[src/rtl/bus_arbiter_if.sv]
// Signal bundle between bus_arbiter, its two requesters, the shared memory bus and pipeline control.
// bus_err_o exists only when ARB_TIMEOUT_EN is defined.
interface bus_arbiter_if;
    logic        if_req_i;
    logic [31:0] if_addr_i;
    logic [31:0] if_data_o;
    logic        if_ack_o;

    logic        mem_req_i;
    logic        mem_we_i;
    logic [3:0]  mem_sel_i;
    logic [31:0] mem_addr_i;
    logic [31:0] mem_data_i;
    logic [31:0] mem_data_o;
    logic        mem_ack_o;

    logic        bus_ce_o;
    logic        bus_we_o;
    logic [3:0]  bus_sel_o;
    logic [31:0] bus_addr_o;
    logic [31:0] bus_data_o;
    logic [31:0] bus_data_i;
    logic        bus_ack_i;

    logic        flush_i;
    logic        stallreq_if_o;
    logic        stallreq_mem_o;
`ifdef ARB_TIMEOUT_EN
    logic        bus_err_o;
`endif

    // Arbiter side
    modport slave (
`ifdef ARB_TIMEOUT_EN
        output bus_err_o,
`endif
        input  if_req_i, if_addr_i,
        output if_data_o, if_ack_o,
        input  mem_req_i, mem_we_i, mem_sel_i, mem_addr_i, mem_data_i,
        output mem_data_o, mem_ack_o,
        output bus_ce_o, bus_we_o, bus_sel_o, bus_addr_o, bus_data_o,
        input  bus_data_i, bus_ack_i,
        input  flush_i,
        output stallreq_if_o, stallreq_mem_o
    );

    // Requester / memory / pipeline side
    modport master (
`ifdef ARB_TIMEOUT_EN
        input  bus_err_o,
`endif
        output if_req_i, if_addr_i,
        input  if_data_o, if_ack_o,
        output mem_req_i, mem_we_i, mem_sel_i, mem_addr_i, mem_data_i,
        input  mem_data_o, mem_ack_o,
        input  bus_ce_o, bus_we_o, bus_sel_o, bus_addr_o, bus_data_o,
        output bus_data_i, bus_ack_i,
        output flush_i,
        input  stallreq_if_o, stallreq_mem_o
    );
endinterface

[src/rtl/bus_arbiter.sv]
// Two-port (instruction fetch / load-store) arbiter onto a single-port memory bus, MEM has priority.
// Define ARB_TIMEOUT_EN to add a 255-cycle bus timeout with bus_err_o.
module bus_arbiter (
    input  logic         clk,
    input  logic         rst,
    bus_arbiter_if.slave arb_if
);
    typedef enum logic [1:0] {IDLE, BUSY_IF, BUSY_MEM, DONE} state_t;

    state_t      r_state;
    state_t      w_next;
    logic        r_gnt_mem;
    logic        r_flushed;
    logic        r_ce;
    logic        r_we;
    logic [3:0]  r_sel;
    logic [31:0] r_addr;
    logic [31:0] r_wdata;
    logic [31:0] r_if_data;
    logic [31:0] r_mem_data;
    logic        r_if_ack;
    logic        r_mem_ack;
    logic        w_busy;
    logic        w_timeout;

    assign w_busy = (r_state == BUSY_IF) || (r_state == BUSY_MEM);

`ifdef ARB_TIMEOUT_EN
    logic [7:0] r_cnt;
    logic       r_timed_out;
    logic       r_bus_err;

    // Counter value 254 on an ack-less cycle marks the 255th BUSY cycle
    assign w_timeout = w_busy && !arb_if.bus_ack_i && (r_cnt == 8'd254);
    assign arb_if.bus_err_o = r_bus_err;
`else
    assign w_timeout = 1'b0;
`endif

    always_ff @(posedge clk or negedge rst) begin
        if (!rst) r_state <= IDLE;
        else      r_state <= w_next;
    end

    always_comb begin
        w_next = r_state;
        case (r_state)
            IDLE: begin
                if (arb_if.mem_req_i)     w_next = BUSY_MEM;
                else if (arb_if.if_req_i) w_next = BUSY_IF;
            end
            BUSY_IF, BUSY_MEM: begin
                if (arb_if.bus_ack_i || w_timeout) w_next = DONE;
            end
            DONE:    w_next = IDLE;
            default: w_next = IDLE;
        endcase
    end

    always_ff @(posedge clk or negedge rst) begin
        if (!rst) begin
            r_gnt_mem   <= 1'b0;
            r_flushed   <= 1'b0;
            r_ce        <= 1'b0;
            r_we        <= 1'b0;
            r_sel       <= '0;
            r_addr      <= '0;
            r_wdata     <= '0;
            r_if_data   <= '0;
            r_mem_data  <= '0;
            r_if_ack    <= 1'b0;
            r_mem_ack   <= 1'b0;
`ifdef ARB_TIMEOUT_EN
            r_cnt       <= '0;
            r_timed_out <= 1'b0;
            r_bus_err   <= 1'b0;
`endif
        end else begin
            r_if_ack  <= 1'b0;
            r_mem_ack <= 1'b0;
`ifdef ARB_TIMEOUT_EN
            r_bus_err <= 1'b0;
`endif
            case (r_state)
                IDLE: begin
                    if (w_next == BUSY_MEM) begin
                        r_gnt_mem <= 1'b1;
                        r_ce      <= 1'b1;
                        r_we      <= arb_if.mem_we_i;
                        r_sel     <= arb_if.mem_sel_i;
                        r_addr    <= arb_if.mem_addr_i;
                        r_wdata   <= arb_if.mem_data_i;
                        r_flushed <= 1'b0;
                    end else if (w_next == BUSY_IF) begin
                        r_gnt_mem <= 1'b0;
                        r_ce      <= 1'b1;
                        r_we      <= 1'b0;
                        r_sel     <= 4'hF;
                        r_addr    <= arb_if.if_addr_i;
                        r_wdata   <= '0;
                        // A flush coinciding with the IF grant already cancels its ack
                        r_flushed <= arb_if.flush_i;
                    end
`ifdef ARB_TIMEOUT_EN
                    r_cnt       <= '0;
                    r_timed_out <= 1'b0;
`endif
                end
                BUSY_IF, BUSY_MEM: begin
                    if ((r_state == BUSY_IF) && arb_if.flush_i) r_flushed <= 1'b1;
                    if (arb_if.bus_ack_i) begin
                        r_ce <= 1'b0;
                        if (!r_we) begin
                            if (r_gnt_mem) r_mem_data <= arb_if.bus_data_i;
                            else           r_if_data  <= arb_if.bus_data_i;
                        end
                    end
`ifdef ARB_TIMEOUT_EN
                    else if (w_timeout) begin
                        r_ce        <= 1'b0;
                        r_timed_out <= 1'b1;
                        if (r_gnt_mem) r_mem_data <= '0;
                        else           r_if_data  <= '0;
                    end else begin
                        r_cnt <= r_cnt + 8'd1;
                    end
`endif
                end
                DONE: begin
                    if (r_gnt_mem) r_mem_ack <= 1'b1;
                    else           r_if_ack  <= !(r_flushed || arb_if.flush_i);
`ifdef ARB_TIMEOUT_EN
                    r_bus_err <= r_timed_out;
`endif
                end
                default: ;
            endcase
        end
    end

    assign arb_if.bus_ce_o       = r_ce;
    assign arb_if.bus_we_o       = r_we;
    assign arb_if.bus_sel_o      = r_sel;
    assign arb_if.bus_addr_o     = r_addr;
    assign arb_if.bus_data_o     = r_wdata;
    assign arb_if.if_data_o      = r_if_data;
    assign arb_if.mem_data_o     = r_mem_data;
    assign arb_if.if_ack_o       = r_if_ack;
    assign arb_if.mem_ack_o      = r_mem_ack;
    assign arb_if.stallreq_if_o  = arb_if.if_req_i  && !r_if_ack;
    assign arb_if.stallreq_mem_o = arb_if.mem_req_i && !r_mem_ack;
endmodule

[src/flat_wrapper.sv]
// flat-port wrapper written by rule: the top's interface ports become plain ports
module bus_arbiter_flat 
  (clk, rst, arb_if_if_req_i, arb_if_if_addr_i, arb_if_if_data_o, arb_if_if_ack_o, arb_if_mem_req_i, arb_if_mem_we_i, arb_if_mem_sel_i, arb_if_mem_addr_i, arb_if_mem_data_i, arb_if_mem_data_o, arb_if_mem_ack_o, arb_if_bus_ce_o, arb_if_bus_we_o, arb_if_bus_sel_o, arb_if_bus_addr_o, arb_if_bus_data_o, arb_if_bus_data_i, arb_if_bus_ack_i, arb_if_flush_i, arb_if_stallreq_if_o, arb_if_stallreq_mem_o);
  bus_arbiter_if arb_if_i ();
  input  logic clk;
  input  logic rst;
  input wire logic [$bits(arb_if_i.if_req_i)-1:0] arb_if_if_req_i;
  input wire logic [$bits(arb_if_i.if_addr_i)-1:0] arb_if_if_addr_i;
  output wire logic [$bits(arb_if_i.if_data_o)-1:0] arb_if_if_data_o;
  output wire logic [$bits(arb_if_i.if_ack_o)-1:0] arb_if_if_ack_o;
  input wire logic [$bits(arb_if_i.mem_req_i)-1:0] arb_if_mem_req_i;
  input wire logic [$bits(arb_if_i.mem_we_i)-1:0] arb_if_mem_we_i;
  input wire logic [$bits(arb_if_i.mem_sel_i)-1:0] arb_if_mem_sel_i;
  input wire logic [$bits(arb_if_i.mem_addr_i)-1:0] arb_if_mem_addr_i;
  input wire logic [$bits(arb_if_i.mem_data_i)-1:0] arb_if_mem_data_i;
  output wire logic [$bits(arb_if_i.mem_data_o)-1:0] arb_if_mem_data_o;
  output wire logic [$bits(arb_if_i.mem_ack_o)-1:0] arb_if_mem_ack_o;
  output wire logic [$bits(arb_if_i.bus_ce_o)-1:0] arb_if_bus_ce_o;
  output wire logic [$bits(arb_if_i.bus_we_o)-1:0] arb_if_bus_we_o;
  output wire logic [$bits(arb_if_i.bus_sel_o)-1:0] arb_if_bus_sel_o;
  output wire logic [$bits(arb_if_i.bus_addr_o)-1:0] arb_if_bus_addr_o;
  output wire logic [$bits(arb_if_i.bus_data_o)-1:0] arb_if_bus_data_o;
  input wire logic [$bits(arb_if_i.bus_data_i)-1:0] arb_if_bus_data_i;
  input wire logic [$bits(arb_if_i.bus_ack_i)-1:0] arb_if_bus_ack_i;
  input wire logic [$bits(arb_if_i.flush_i)-1:0] arb_if_flush_i;
  output wire logic [$bits(arb_if_i.stallreq_if_o)-1:0] arb_if_stallreq_if_o;
  output wire logic [$bits(arb_if_i.stallreq_mem_o)-1:0] arb_if_stallreq_mem_o;
  assign arb_if_i.if_req_i = arb_if_if_req_i;
  assign arb_if_i.if_addr_i = arb_if_if_addr_i;
  assign arb_if_if_data_o = arb_if_i.if_data_o;
  assign arb_if_if_ack_o = arb_if_i.if_ack_o;
  assign arb_if_i.mem_req_i = arb_if_mem_req_i;
  assign arb_if_i.mem_we_i = arb_if_mem_we_i;
  assign arb_if_i.mem_sel_i = arb_if_mem_sel_i;
  assign arb_if_i.mem_addr_i = arb_if_mem_addr_i;
  assign arb_if_i.mem_data_i = arb_if_mem_data_i;
  assign arb_if_mem_data_o = arb_if_i.mem_data_o;
  assign arb_if_mem_ack_o = arb_if_i.mem_ack_o;
  assign arb_if_bus_ce_o = arb_if_i.bus_ce_o;
  assign arb_if_bus_we_o = arb_if_i.bus_we_o;
  assign arb_if_bus_sel_o = arb_if_i.bus_sel_o;
  assign arb_if_bus_addr_o = arb_if_i.bus_addr_o;
  assign arb_if_bus_data_o = arb_if_i.bus_data_o;
  assign arb_if_i.bus_data_i = arb_if_bus_data_i;
  assign arb_if_i.bus_ack_i = arb_if_bus_ack_i;
  assign arb_if_i.flush_i = arb_if_flush_i;
  assign arb_if_stallreq_if_o = arb_if_i.stallreq_if_o;
  assign arb_if_stallreq_mem_o = arb_if_i.stallreq_mem_o;
  bus_arbiter u_core (.clk(clk), .rst(rst), .arb_if(arb_if_i));
endmodule
[config.mk]
export PLATFORM = sky130hd
export DESIGN_NAME = bus_arbiter_flat
export DESIGN_NICKNAME = d
export VERILOG_FILES = /design/src/rtl/bus_arbiter_if.sv /design/src/rtl/bus_arbiter.sv /design/src/flat_wrapper.sv
export SDC_FILE = /design/constraint.sdc
export NUM_CORES = 1
export LEC_CHECK = 0
export BUFFER_PORTS_ARGS = -buffer_cell sky130_fd_sc_hd__buf_2
export CAP_MARGIN = 20
export CORE_MARGIN = 5
export CORE_UTILIZATION = 50
export DETAILED_ROUTE_END_ITERATION = 7
export GPL_ROUTABILITY_DRIVEN = 0
export PLACE_DENSITY = 0.89
export SLEW_MARGIN = 20
export SYNTH_ARGS = -nofsm -noshare
export SYNTH_HDL_FRONTEND = slang
export SYNTH_SLANG_ARGS = --single-unit
[constraint.sdc]
create_clock -name clk -period 3.2 [get_ports clk]
set_input_delay 0.8 -clock clk [delete_from_list [all_inputs] [get_ports clk]]
set_output_delay 0.8 -clock clk [all_outputs]
set_load 0.005 [all_outputs]
# Yosys cells after proc, flatten, opt, wreduce, memory -nomap -nowiden
# Cells that the tools add are included.
# classes
n_addsub	0
mul	0
div	0
order_cmp	0
n_eq_ne	8
n_shift	0
muxes	25
bitwise_logic	2
n_reduce_logical	16
# op_table
cell	n
$mux W32	4
$mux W1	13
$mux W4	2
$reduce_and A4 Y1	2
$eq A2 B2 Y1 const B	3
$mux W2	3
$pmux W2 S3	1
$reduce_and A3 Y1	2
$eq A2 B1 Y1 const B	2
$pmux W1 S2	2
$reduce_bool A2 Y1	2
$logic_and A1 B1 Y1	3
$logic_not A1 Y1	3
$ne A3 B1 Y1 const B	1
$logic_not A2 Y1	1
$ne A2 B1 Y1 const B	1
$ne A2 B2 Y1 const B	1
$not A1 Y1	2
$reduce_and A2 Y1	1
$reduce_or A2 Y1	1
$logic_or A1 B1 Y1	1
# totals
register_bits	140
latch_bits	0
ramBits	0
romBits	0
n_memories	0

# Logic depth before layout (Yosys ltp)
# logic_depth
ltp_word	7
depth_mapped	11
depth_no_buf	9

# Least setup slack after synthesis
# No wires, ideal clock.
# synth_timing
path_kind	input to register
startpoint	input arb_if_if_req_i
endpoint	register u_core.r_addr[10] (netlist: u_core.arb_if.bus_addr_o[10])
setup_ns	0.133
t_arrival_ns	2.111
path_slack_ns	0.956
cell_stages	8
n_path_buf	3
cell_sequence	or3_1 -> nand3_1 -> ha_1 -> clkbuf_1 -> buf_4 -> buf_4 -> mux2i_1 -> o21ai_0
# synth_between
elab_chain_len	6
# synth_lines
element	line	rtl
start, declared	flat_wrapper.sv:7	input wire logic [$bits(arb_if_i.if_req_i)-1:0] arb_if_if_req_i;
$mux W2 *	bus_arbiter.sv:50	else if (arb_if.if_req_i) w_next = BUSY_IF;
$mux W2 *	bus_arbiter.sv:49	if (arb_if.mem_req_i) w_next = BUSY_MEM;
$pmux W2 S3 *	bus_arbiter.sv:47	case (r_state)
via u_core.w_next[1]	bus_arbiter.sv:11	state_t w_next;
$eq A2 B1 Y1 / $eq A2 B2 Y1 (equally long branches)	bus_arbiter.sv:94, bus_arbiter.sv:86	
$reduce_bool A2 Y1 (no source line)	-	
$reduce_and A2 Y1 (no source line)	-	
end signal, assigned	bus_arbiter.sv:91	r_addr <= arb_if.mem_addr_i;
end signal, assigned	bus_arbiter.sv:99	r_addr <= arb_if.if_addr_i;
end, declared	bus_arbiter.sv:17	logic [31:0] r_addr;
# Mark *: on every way through the listed nets, which the timed path passes. The rest lies on a longest branch.
# A chain may end at the register's enable or synchronous reset.

# Final worst setup path
# layout_timing
startpoint	register u_core.r_state[1]
endpoint	register u_core.r_addr[15] (netlist: u_core.arb_if.bus_addr_o[15])
# layout_between
elab_chain_len	6
# layout_lines
element	line	rtl
start, declared	bus_arbiter.sv:10	state_t r_state;
start signal, assigned	bus_arbiter.sv:42	else r_state <= w_next;
$eq A2 B2 Y1 (tied with other cells)	-	
$reduce_or A2 Y1 / $mux W2 (equally long branches)	bus_arbiter.sv:47, bus_arbiter.sv:49	
$pmux W2 S3 *	bus_arbiter.sv:47	
via u_core.w_next[1]	bus_arbiter.sv:11	
$eq A2 B1 Y1 / $eq A2 B2 Y1 (equally long branches)	bus_arbiter.sv:94, bus_arbiter.sv:86	
$reduce_bool A2 Y1 (no source line)	-	
$reduce_and A2 Y1 (no source line)	-	
# Marked as above.

==> impl_metrics.env <==
export IMPL_status="complete, no violations"
export IMPL_cts_tree="yes"
export IMPL_drc=0
export IMPL_multi_input_area_um2=2093
export IMPL_grt_max_degree=66
export IMPL_max_freq_mhz=384.3
export IMPL_num_vias=4684
export IMPL_postSynthAreaPerCell_um2=11.89
export IMPL_antennaDiodeCount=0
export IMPL_power_density_nw_per_um2=1130
export IMPL_use_met2=0.3917
export IMPL_viasPerCell=5.142
export IMPL_ys_types=28
export IMPL_syn_nets=628
export IMPL_clock_sinks=140
export IMPL_post_route_util=0.7029
export IMPL_die_w_um=117.1
export IMPL_wl_per_cell_um=17.27
export IMPL_vdd_drop_max_mv=0.7903
export IMPL_dp_hpwl_um=11480
export IMPL_cts_max_level=4
export IMPL_drt_iter0_drc=242
export IMPL_drtAntennaViolNets=0
export IMPL_r2r_cells=9
export IMPL_root_buffer="clkbuf_16"
export IMPL_yosysWarnings=0
export IMPL_min_path_type="primary input to async pin"
export IMPL_num_io_pins=277
export IMPL_ys_seq_elements=140
export IMPL_syn_inst=482
export IMPL_busiest_layer="met2"
export IMPL_skew_ns=0.005246
export IMPL_final_cell_mix="buf_2, dfrtp_1, nand2_1"
export IMPL_numPortBuffers=276
export IMPL_drtPass1Iterations=4
export IMPL_clk_pin_slew_ns=0.06
export IMPL_cts_hold_fix_buffers=0
export IMPL_cts_buffers=17
export IMPL_dieArea_um2=13710
export IMPL_rsz0062_at_grt="no"
export IMPL_start_kind="flip-flop"
export IMPL_drive_gt1_frac=0.4961
export IMPL_dieHeight_um=117.1
export IMPL_startpoint="u_core.r_state[1]$_DFF_PN0_"
export IMPL_cts_repair_resized=0
export IMPL_antenna_found_initial=0
export IMPL_insertion_delay_ns=0.41
export IMPL_synthesis_area_um2=5733
export IMPL_synthArstFlopShare=1.000
export IMPL_setup_tns_ns=0
export IMPL_fin_crit_ns=2.602
export IMPL_maxCapViolCount=0
export IMPL_reg2reg_from="u_core.r_state[1]$_DFF_PN0_"
export IMPL_area_growth_pct=38.80
export IMPL_path_class="flip-flop to flip-flop"
export IMPL_clockBufferDepth=2
export IMPL_arrival_ns=2.92
export IMPL_cp_required_ns=3.52
export IMPL_synth_edf_count=0
export IMPL_yosysSeqAreaShare=0.6111
export IMPL_tightest_slew_ns=0.6353
export IMPL_grt_overflow=0
export IMPL_path_max_fanout=55
export IMPL_slew_headroom=0.5758
export IMPL_report_final_slew_viol_count=0
export IMPL_finalSetupViolCount=0
export IMPL_finalCritPeriodShare=0.8132
export IMPL_hold_ws_ns=0.3282
export IMPL_grt_usage=0.2280
export IMPL_met3_usage=0.06684
export IMPL_grt_pass1_vias=4727
export IMPL_cp_end_kind="flip-flop"
export IMPL_fp_coreArea_um2=11320
export IMPL_grt_pass1_wl_um=23810
export IMPL_regArea_um2=3503
export IMPL_layout_nets=901
export IMPL_post_cts_setup_buffers=0
export IMPL_grtUsageMet1=0.2694
export IMPL_fill_cells=769
export IMPL_num_rows=39
export IMPL_start_util=0.5064
export IMPL_hold_viol_final=0
export IMPL_leakage_uw=0.004128
export IMPL_synth_flop_cell="dfrtp_1"
export IMPL_final_common_cell="buf_2"
export IMPL_routed_wl_um=15730
## worst paths after layout
check,endpoint,slack (ns)
min reg2reg,u_core.arb_if.if_ack_o$_DFF_PN0_,0.47
max,u_core.arb_if.bus_addr_o[15]$_DFFE_PN0P_,0.60
min in group clk,u_core.arb_if.if_ack_o$_DFF_PN0_,0.47
min,u_core.arb_if.if_data_o[2]$_DFFE_PN0P_,0.33
max reg2reg,u_core.arb_if.bus_addr_o[15]$_DFFE_PN0P_,0.60
max in group asynchronous,u_core.arb_if.bus_data_o[21]$_DFFE_PN0P_,2.16
## cell type report
type / count / area share
repair buffers: 283 / 0.1873
well taps: 143 / 0.02248
clock buffers: 21 / 0.05786
clock inverters: 11 / 0.02673
multi-input cells: 308 / 0.2631
inverters: 5 / 0.002358
flip-flops and latches: 140 / 0.4403
## through the flow
| step | instance area [um2] | worst slack [ns] | power, uW | instances |
|---|---|---|---|---|
| after floorplan | 5733 | 0.9556 | 5254 | 482 |
| after global placement | 7276 | 0.6152 | 6541 | 879 |
| after detailed placement | 7276 | 0.5341 | 6786 | 879 |
| after CTS | 7949 | 0.5819 | 9091 | 911 |
| after global routing | 7958 | 0.3906 | 9623 | 911 |
| final | 7958 | 0.5979 | 8991 | 911 |
## cell families (layout without fill, tap and decap cells)
| logic type | Yosys count | after routing | share of synthesized area |
|---|---|---|---|
| muxes | 97 | 97 | 0.1833 |
| adders and majority gates | 7 | 7 | 0.01528 |
| and+or+nand+nor | 128 | 128 | 0.09385 |
| DFF | 140 | 140 | 0.6111 |
| AOI/OAI and AO/OA | 76 | 76 | 0.06766 |
| buffers and inverters | 34 | 320 | 0.02881 |
## where the power goes
part | internal (uW) | switching, uW
logic | 1760 | 1980
registers | 2580 | 444
clock network | 1500 | 721
total | 5840 | 3150
## sequential cells by signal, summed over array words and instances, names as in the netlist
name,cells
u_core.arb_if.mem_data_o,32
u_core.arb_if.bus_we_o,1
u_core.arb_if.bus_addr_o,32
u_core.arb_if.bus_data_o,32
u_core.arb_if.if_data_o,32
u_core.r_gnt_mem,1
u_core.arb_if.bus_sel_o,4
u_core.arb_if.bus_ce_o,1
u_core.arb_if.if_ack_o,1
u_core.arb_if.mem_ack_o,1
u_core.r_flushed,1
u_core.r_state,2
## Yosys cell counts (5+ instances only)
master,count,area share
buf_2,15,0.013
buf_4,5,0.0065
mux2_2,62,0.12
dfrtp_1,140,0.61
ha_1,7,0.015
inv_1,5,0.0033
clkbuf_1,9,0.0059
nor2_1,7,0.0046
nand2_1,106,0.069
mux2i_1,33,0.058
o21ai_0,72,0.063
## layer usage
metal  share of wire  wire length [um]
met5               0                 0
met4           0.023               361
met3           0.092              1445
met2            0.51              7996
met1            0.38              5930
## critical path, cell delays in order, from the launching register on
cell,delay [ns]
dfrtp_1,0.43
inv_1,0.14
ha_1,0.21
inv_1,0.09
or3_1,0.37
nand3_1,0.17
ha_4,0.22
nand2b_4,0.37
buf_12,0.30
o21ai_0,0.21
(Power assumes the default switching activity.)
